## config.mk

```make
export PLATFORM = sky130hd
export DESIGN_NAME = serial_subtractor
export DESIGN_NICKNAME = d
export VERILOG_FILES = /design/src/rtl/serial_subtractor_pkg.sv /design/src/rtl/serial_subtractor_full_subtractor.sv /design/src/rtl/serial_subtractor.sv
export SDC_FILE = /design/constraint.sdc
export NUM_CORES = 1
export LEC_CHECK = 0
export ABC_CLOCK_PERIOD_IN_PS = 3700
export CAP_MARGIN = 20
export CELL_PAD_IN_SITES_DETAIL_PLACEMENT = 1
export CELL_PAD_IN_SITES_GLOBAL_PLACEMENT = 1
export CORE_UTILIZATION = 29
export CTS_BUF_LIST = sky130_fd_sc_hd__clkbuf_16
export CTS_CLUSTER_SIZE = 24
export DETAILED_ROUTE_END_ITERATION = 10
export PLACE_DENSITY = 0.64
export SYNTH_ARGS = -nofsm -noshare
export SYNTH_HDL_FRONTEND = slang
export SYNTH_SLANG_ARGS = --single-unit
```

## constraint.sdc

```tcl
create_clock -name clk -period 3.7 [get_ports clk]
set_input_delay 0.37 -clock clk [delete_from_list [all_inputs] [get_ports clk]]
set_output_delay 0.37 -clock clk [all_outputs]
set_load 0.03 [all_outputs]
```

## src/rtl/serial_subtractor_pkg.sv

```systemverilog
// Shared definitions for the bit-serial subtractor: FSM state encodings
// and the default operand width.
package serial_subtractor_pkg;

  localparam int SS_DEFAULT_WIDTH = 8;

  typedef enum logic [1:0] {
    ST_IDLE = 2'd0,
    ST_RUN  = 2'd1,
    ST_DONE = 2'd2
  } state_e;

endpackage

```

## src/rtl/serial_subtractor_full_subtractor.sv

```systemverilog
// Single-bit full subtractor cell: d = a - b - bin, bout is the borrow out.
module full_subtractor (
  input  logic a,
  input  logic b,
  input  logic bin,
  output logic d,
  output logic bout
);

  assign d    = a ^ b ^ bin;
  assign bout = (~a & b) | (~a & bin) | (b & bin);

endmodule

```

## src/rtl/serial_subtractor.sv

```systemverilog
// Bit-serial WIDTH-bit subtractor (diff = a - b, LSB first) with start/busy/done.
// Define SERIAL_SUB_OVF_EN to add the signed-overflow output.
module serial_subtractor
  import serial_subtractor_pkg::*;
#(
  parameter int WIDTH = SS_DEFAULT_WIDTH
) (
  input  logic             clk,
  input  logic             rst_n,
  input  logic             start,
  input  logic [WIDTH-1:0] a,
  input  logic [WIDTH-1:0] b,
  output logic             busy,
  output logic             done,
  output logic [WIDTH-1:0] diff,
  output logic             borrow
`ifdef SERIAL_SUB_OVF_EN
  ,
  output logic             overflow
`endif
);

  localparam int CNT_W = $clog2(WIDTH) + 1;
  localparam logic [CNT_W-1:0] CNT_LAST = CNT_W'(WIDTH - 1);

  state_e           state_q, state_d;
  logic [WIDTH-1:0] a_sh_q, a_sh_d;
  logic [WIDTH-1:0] b_sh_q, b_sh_d;
  logic [WIDTH-1:0] diff_sh_q, diff_sh_d;
  logic [WIDTH-1:0] diff_q, diff_d;
  logic             bin_q, bin_d;
  logic             borrow_q, borrow_d;
  logic [CNT_W-1:0] cnt_q, cnt_d;
  logic             fs_d, fs_bout;
  logic [WIDTH-1:0] diff_shifted;
`ifdef SERIAL_SUB_OVF_EN
  logic             a_msb_q, a_msb_d;
  logic             b_msb_q, b_msb_d;
  logic             ovf_q, ovf_d;
`endif

  full_subtractor u_fs (
    .a    (a_sh_q[0]),
    .b    (b_sh_q[0]),
    .bin  (bin_q),
    .d    (fs_d),
    .bout (fs_bout)
  );

  // New difference bit enters at the MSB; after WIDTH shifts the word is aligned.
  generate
    if (WIDTH == 1) begin : g_shift_w1
      assign diff_shifted = fs_d;
    end else begin : g_shift_wn
      assign diff_shifted = {fs_d, diff_sh_q[WIDTH-1:1]};
    end
  endgenerate

  always_ff @(posedge clk or negedge rst_n) begin
    if (!rst_n) begin
      state_q   <= ST_IDLE;
      a_sh_q    <= '0;
      b_sh_q    <= '0;
      diff_sh_q <= '0;
      diff_q    <= '0;
      bin_q     <= 1'b0;
      borrow_q  <= 1'b0;
      cnt_q     <= '0;
`ifdef SERIAL_SUB_OVF_EN
      a_msb_q   <= 1'b0;
      b_msb_q   <= 1'b0;
      ovf_q     <= 1'b0;
`endif
    end else begin
      state_q   <= state_d;
      a_sh_q    <= a_sh_d;
      b_sh_q    <= b_sh_d;
      diff_sh_q <= diff_sh_d;
      diff_q    <= diff_d;
      bin_q     <= bin_d;
      borrow_q  <= borrow_d;
      cnt_q     <= cnt_d;
`ifdef SERIAL_SUB_OVF_EN
      a_msb_q   <= a_msb_d;
      b_msb_q   <= b_msb_d;
      ovf_q     <= ovf_d;
`endif
    end
  end

  always_comb begin
    state_d = state_q;
    case (state_q)
      ST_IDLE: if (start) state_d = ST_RUN;
      ST_RUN:  if (cnt_q == CNT_LAST) state_d = ST_DONE;
      ST_DONE: state_d = ST_IDLE;
      default: state_d = ST_IDLE;
    endcase
  end

  always_comb begin
    a_sh_d    = a_sh_q;
    b_sh_d    = b_sh_q;
    diff_sh_d = diff_sh_q;
    diff_d    = diff_q;
    bin_d     = bin_q;
    borrow_d  = borrow_q;
    cnt_d     = cnt_q;
`ifdef SERIAL_SUB_OVF_EN
    a_msb_d   = a_msb_q;
    b_msb_d   = b_msb_q;
    ovf_d     = ovf_q;
`endif
    if (state_q == ST_IDLE && start) begin
      a_sh_d    = a;
      b_sh_d    = b;
      diff_sh_d = '0;
      bin_d     = 1'b0;
      cnt_d     = '0;
`ifdef SERIAL_SUB_OVF_EN
      a_msb_d   = a[WIDTH-1];
      b_msb_d   = b[WIDTH-1];
`endif
    end else if (state_q == ST_RUN) begin
      a_sh_d    = a_sh_q >> 1;
      b_sh_d    = b_sh_q >> 1;
      diff_sh_d = diff_shifted;
      bin_d     = fs_bout;
      cnt_d     = cnt_q + CNT_W'(1);
      // Result registers load only on the final bit, so they hold during RUN.
      if (cnt_q == CNT_LAST) begin
        diff_d   = diff_shifted;
        borrow_d = fs_bout;
`ifdef SERIAL_SUB_OVF_EN
        ovf_d    = (a_msb_q != b_msb_q) && (fs_d != a_msb_q);
`endif
      end
    end
  end

  always_comb begin
    busy   = (state_q != ST_IDLE);
    done   = (state_q == ST_DONE);
    diff   = diff_q;
    borrow = borrow_q;
`ifdef SERIAL_SUB_OVF_EN
    overflow = ovf_q;
`endif
  end

endmodule

```

==> flow_metrics.env, run 1 <==
export IMPL_route_met3_wl_um=84
export IMPL_rr_startpoint="state_q[1]$_DFFE_PN0P_"
export IMPL_ant_nets=0
export IMPL_die_w_um=77.72
export IMPL_vias=1256
export IMPL_drv_cap=0
export IMPL_async_reset_ff_share_pct=100.0
export IMPL_synthFlopType="dfrtp_1"
export IMPL_hold_class="in2async"
export IMPL_nets=214
export IMPL_gp_congestion=0.6880
export IMPL_irDropWorstVdd_uv=333.9
export IMPL_max_clock_path_buffers=2
export IMPL_grt_ovfl_total=0
export IMPL_synth_cell_area_um2=1663
export IMPL_hold_slack_ps=203.0
export IMPL_slew_headroom_pct=37.93
export IMPL_drt_met1_wl_mm=1.752
export IMPL_reg2reg_depth=4
export IMPL_synthCells=164
export IMPL_rsz0062_at_grt="no"
export IMPL_avgSynthCellArea_um2=10.14
export IMPL_grt_use_total_pct=14.29
export IMPL_wl_mm=3.771
export IMPL_core_um2=5507
export IMPL_tightest_slew_ps=929.1
export IMPL_crit_chain="or2_2 -> clkdlybuf4s50_1"
export IMPL_max_freq_ghz=0.5050
export IMPL_synthTopCellsByArea="dfrtp_1 59%, nand2_1 11%, mux2_2 5.4%"
export IMPL_grt_antenna_before_repair=0
export IMPL_area_growth_pct=30.85
export IMPL_portBuffers=29
export IMPL_grt_pass1_vias=1325
export IMPL_crit_required_ps=3330
export IMPL_grt_max_degree=40
export IMPL_skew_ps=4.039
export IMPL_post_cts_buffers=0
export IMPL_multi_input_area_um2=633.1
export IMPL_cp_end_kind="output pin"
export IMPL_slowest_stage="clkdlybuf4s50_1"
export IMPL_setup_viol=0
export IMPL_vias_per_cell=4.722
export IMPL_rows=27
export IMPL_wl_per_cell_um=14.18
export IMPL_synth_cell_types=24
export IMPL_yosysWarnings=0
export IMPL_power_density_nw_per_um2=897.2
export IMPL_synth_most_common_cell="nand2_1"
export IMPL_fin_ws_ps=1720
export IMPL_cp_data_arrival_time_ps=1610
export IMPL_clkSlewWorstSetupHoldPaths_ps=60
export IMPL_insertion_delay_ps=280
export IMPL_cts_tree="built"
export IMPL_ys_seq_area_share_pct=58.69
export IMPL_root_buffer="clkbuf_16"
export IMPL_initial_core_util_pct=30.20
export IMPL_syn_nets=185
export IMPL_numClockSinks=39
export IMPL_cp_endpoint="busy"
export IMPL_r2r_slack_ps=1870
export IMPL_leakagePower_nw=0.9834
export IMPL_num_fill_cells=623
export IMPL_timing_final_crit_period_ps=1980
export IMPL_die_h_um=77.72
export IMPL_dr_wl_met2_mm=1.864
export IMPL_ys_ff_latch=39
export IMPL_drcViolationCount=0
export IMPL_diodes=0
export IMPL_top_layer="met4"
export IMPL_synth_top_area_share_pct=58.69
export IMPL_place_ws_ps=1437
export IMPL_drive_gt1_share_pct=10.82
export IMPL_worstSetupPathType="reg2out"
export IMPL_regArea_um2=975.9
export IMPL_drv_slew=0
export IMPL_drt_iter0_drc=71
export IMPL_cpPeakStageDelay_ps=600
export IMPL_cts_resized=0
export IMPL_fin_crit_sh_pct=53.52
export IMPL_final_util_pct=39.51
export IMPL_grt_pass1_wl_mm=6.589
export IMPL_hold_viol_final=0
export IMPL_finalSetupTns_ps=0
export IMPL_cts_buffers=5
export IMPL_dieArea_um2=6040
export IMPL_synth_edf_count=0
export IMPL_crit_fanout=6
export IMPL_status="complete, no violations"
export IMPL_dpl_hpwl_mm=2.445
export IMPL_timing_rr_end="borrow$_DFFE_PN0P_"
export IMPL_firstDrtPassIters=4
export IMPL_pin_count=30
export IMPL_yosysTopAreaCell="dfrtp_1"
export IMPL_cp_start_kind="flop"
export IMPL_synth_commonest_cells="47 x nand2_1, 39 x dfrtp_1, 14 x nand3_1"
export IMPL_cts_hold_buf=0
export IMPL_ctsHtreeMaxLevel=2
export IMPL_crit_start="state_q[0]$_DFFE_PN0P_"
layer usage:
layer	vias up	track usage, %
li1	611	-
met1	621	18.50
met2	19	22.83
met3	5	2.824
met4	0	6.792
met5	-	0
through the flow:
step,total power [mW],instances,instance area [um2]
2_1_floorplan,1.276,164,1663
3_3_place_gp,1.504,257,2007
3_5_place_dp,1.553,257,2007
4_1_cts,1.969,265,2148
5_1_grt,2.110,266,2176
6_report,1.952,266,2176
sequential cells by signal, indices dropped and copies added, names as in the netlist:
register / flops
diff: 8
cnt_q: 4
a_sh_q: 8
bin_q: 1
b_sh_q: 8
diff_sh_q: 7
borrow: 1
state_q: 2
power by group:
part / leakage, nW / switching [mW] / internal [mW]
Clock: 0.0710 / 0.161 / 0.246
Combinational: 0.430 / 0.455 / 0.337
Sequential: 0.482 / 0.126 / 0.627
Total: 0.983 / 0.742 / 1.21
critical path: cells and delay by family (launching register included):
family,cells,cell delay (ps)
and+or+nand+nor,1,320
buffers and inverters,1,600
DFF,1,420
kinds of logic (layout without fill, tap and decap cells):
kind of cell,count (synthesis),in the layout,share of synthesized area (%)
AOI/OAI and AO/OA,18,18,6.998
adders and majority gates,2,2,1.956
buffers and inverters,12,42,3.235
DFF,39,39,58.69
muxes,11,11,7.224
and+or+nand+nor,82,82,21.90
cell usage in the layout (no fill, tap or decap), types with 2 or more instances in the layout:
cell type	count
nand2_1	47
dfrtp_1	39
clkdlybuf4s50_1	28
nand3_1	14
nor2_1	11
a31oi_1	11
mux2_2	8
clkbuf_16	5
inv_1	3
o21ai_0	3
mux2i_1	3
nor2b_1	2
nor3b_1	2
a22oi_1	2
buf_4	2
worst min path at each step:
| stage | slack [ps] | startpoint | to |
|---|---|---|---|
| 2_1_floorplan | 70 | rst_n | a_sh_q[0]$_DFFE_PN0P_ |
| 3_3_place_gp | 480 | a_sh_q[5]$_DFFE_PN0P_ | a_sh_q[4]$_DFFE_PN0P_ |
| 3_5_place_dp | 490 | diff_sh_q[1]$_DFFE_PN0P_ | diff_sh_q[1]$_DFFE_PN0P_ |
| 4_1_cts | 240 | rst_n | diff[0]$_DFFE_PN0P_ |
| 5_1_grt | 290 | rst_n | diff[0]$_DFFE_PN0P_ |
| 6_report | 200 | rst_n | diff[1]$_DFFE_PN0P_ |
cell type report:
type                       instances  area share [%]
clock buffer                       5           5.750
clock inverter                     3          0.7476
inverter                           2          0.3450
multi-input combinational        113           29.10
sequential                        39           44.85
tap                               72           4.140
timing repair buffer              32           15.07
Note: power is estimated with default switching activity, not from simulation.
==> run 2: changes to the inputs <==
ABC_CLOCK_PERIOD_IN_PS = 1910   (was 3700)
clock period = 1.91 ns   (was 3.7 ns; I/O delays follow)
==> flow_metrics.env, run 2 (synthesis results as in run 1) <==
export IMPL_ant_nets=0
export IMPL_firstDrtPassIters=4
export IMPL_hold_viol_final=0
export IMPL_nets=215
export IMPL_leakagePower_nw=0.9896
export IMPL_path_delay_family="buffers and inverters"
export IMPL_fin_crit_sh_pct=93.33
export IMPL_r2r_slack_ps=270
export IMPL_portBuffers=29
export IMPL_hold_slack_ps=33.18
export IMPL_cts_tree="built"
export IMPL_skew_ps=2.655
export IMPL_numClockSinks=39
export IMPL_drcViolationCount=0
export IMPL_area_growth_pct=31.45
export IMPL_initial_core_util_pct=30.20
export IMPL_hold_class="in2async"
export IMPL_dpl_hpwl_mm=2.399
export IMPL_gp_congestion=0.7071
export IMPL_postLayoutCellArea_um2=2186
export IMPL_grt_ovfl_total=0
export IMPL_post_cts_buffers=0
export IMPL_cts_resized=0
export IMPL_setup_viol=0
export IMPL_cts_hold_buf=0
export IMPL_clkSlewWorstSetupHoldPaths_ps=60
export IMPL_vias=1260
export IMPL_cts_buffers=5
export IMPL_max_freq_ghz=0.5610
export IMPL_die_w_um=77.72
export IMPL_dieArea_um2=6040
export IMPL_crit_chain="or2_2 -> clkdlybuf4s50_1"
export IMPL_rr_startpoint="cnt_q[0]$_DFFE_PN0P_"
export IMPL_rows=27
export IMPL_cp_start_kind="flop"
export IMPL_power_density_nw_per_um2=1793
export IMPL_wl_mm=3.776
export IMPL_finalSetupTns_ps=0
export IMPL_ctsHtreeMaxLevel=2
export IMPL_status="complete, no violations"
export IMPL_root_buffer="clkbuf_16"
export IMPL_timing_rr_end="diff[0]$_DFFE_PN0P_"
export IMPL_grt_use_total_pct=14.32
export IMPL_diodes=0
export IMPL_slowest_stage="clkdlybuf4s50_1"
export IMPL_pin_count=30
export IMPL_cp_end_kind="output pin"
export IMPL_wl_per_cell_um=14.14
export IMPL_irDropWorstVdd_uv=575.1
export IMPL_grt_pass1_vias=1343
export IMPL_slew_headroom_pct=40.58
export IMPL_worstSetupPathType="reg2out"
export IMPL_grt_antenna_before_repair=0
export IMPL_num_fill_cells=616
export IMPL_timing_final_crit_period_ps=1783
export IMPL_cpPeakStageDelay_ps=590
export IMPL_rsz0062_at_grt="no"
export IMPL_max_clock_path_buffers=2
export IMPL_grt_pass1_wl_mm=6.617
export IMPL_drv_slew=0
export IMPL_core_um2=5507
export IMPL_tightest_slew_ps=891.3
export IMPL_vias_per_cell=4.719
export IMPL_drive_gt1_share_pct=11.28
export IMPL_reg2reg_depth=4
export IMPL_placed_cell_area_um2=2022
export IMPL_drt_iter0_drc=68
export IMPL_drv_cap=0
export IMPL_crit_required_ps=1720
export IMPL_insertion_delay_ps=280
export IMPL_cp_data_arrival_time_ps=1590
export IMPL_die_h_um=77.72
export IMPL_crit_fanout=6
export IMPL_final_cell_mix="47 x nand2_1, 39 x dfrtp_1, 28 x clkdlybuf4s50_1"
export IMPL_final_common_cell="nand2_1"
export IMPL_critPathBufInv=1
export IMPL_grt_max_degree=40
run 2: final cells by class:
cell class	count	area, um2	share of cell area [%]
clock inverters	3	38.79	1.774
multi-input cells	113	633.1	28.96
repair buffers	33	315.3	14.42
well taps	72	90.09	4.121
inverters	2	7.507	0.3434
clock buffers	5	125.1	5.724
flip-flops and latches	39	975.9	44.65
run 2: metrics by stage:
| stage | instances | utilization, % | power (mW) | setup WS [ps] |
|---|---|---|---|---|
| after floorplan | 164 | - | 2.472 | 462.8 |
| after global placement | 259 | 36.72 | 2.950 | 212.9 |
| after detailed placement | 259 | 36.72 | 3.029 | 199.2 |
| after CTS | 267 | 39.70 | 3.991 | 114.7 |
| after global routing | 267 | 39.70 | 4.215 | 74.23 |
| final | 267 | 39.70 | 3.918 | 127.3 |
run 2: worst max path at each step:
stage | slack, ps | endpoint | cells after the start | startpoint
2_1_floorplan | 460 | borrow$_DFFE_PN0P_ | 3 | state_q[1]$_DFFE_PN0P_
3_3_place_gp | 210 | a_sh_q[0]$_DFFE_PN0P_ | 4 | start
3_5_place_dp | 200 | a_sh_q[0]$_DFFE_PN0P_ | 4 | start
4_1_cts | 110 | busy | 2 | state_q[0]$_DFFE_PN0P_
5_1_grt | 70 | busy | 2 | state_q[0]$_DFFE_PN0P_
6_report | 130 | busy | 2 | state_q[0]$_DFFE_PN0P_
run 2: power breakdown:
part / switching (mW) / internal [mW] / leakage (nW)
clock: 0.313 / 0.609 / 0.0812
sequential: 0.247 / 1.22 / 0.482
combinational: 0.892 / 0.642 / 0.426
run 2: per-layer routing:
| layer | track usage [%] | share of wire, % |
|---|---|---|
| met5 | 0 | 0 |
| met1 | 17.25 | 47 |
| met2 | 24.69 | 49 |
| met3 | 3.529 | 2.6 |
| met4 | 5.094 | 1.2 |
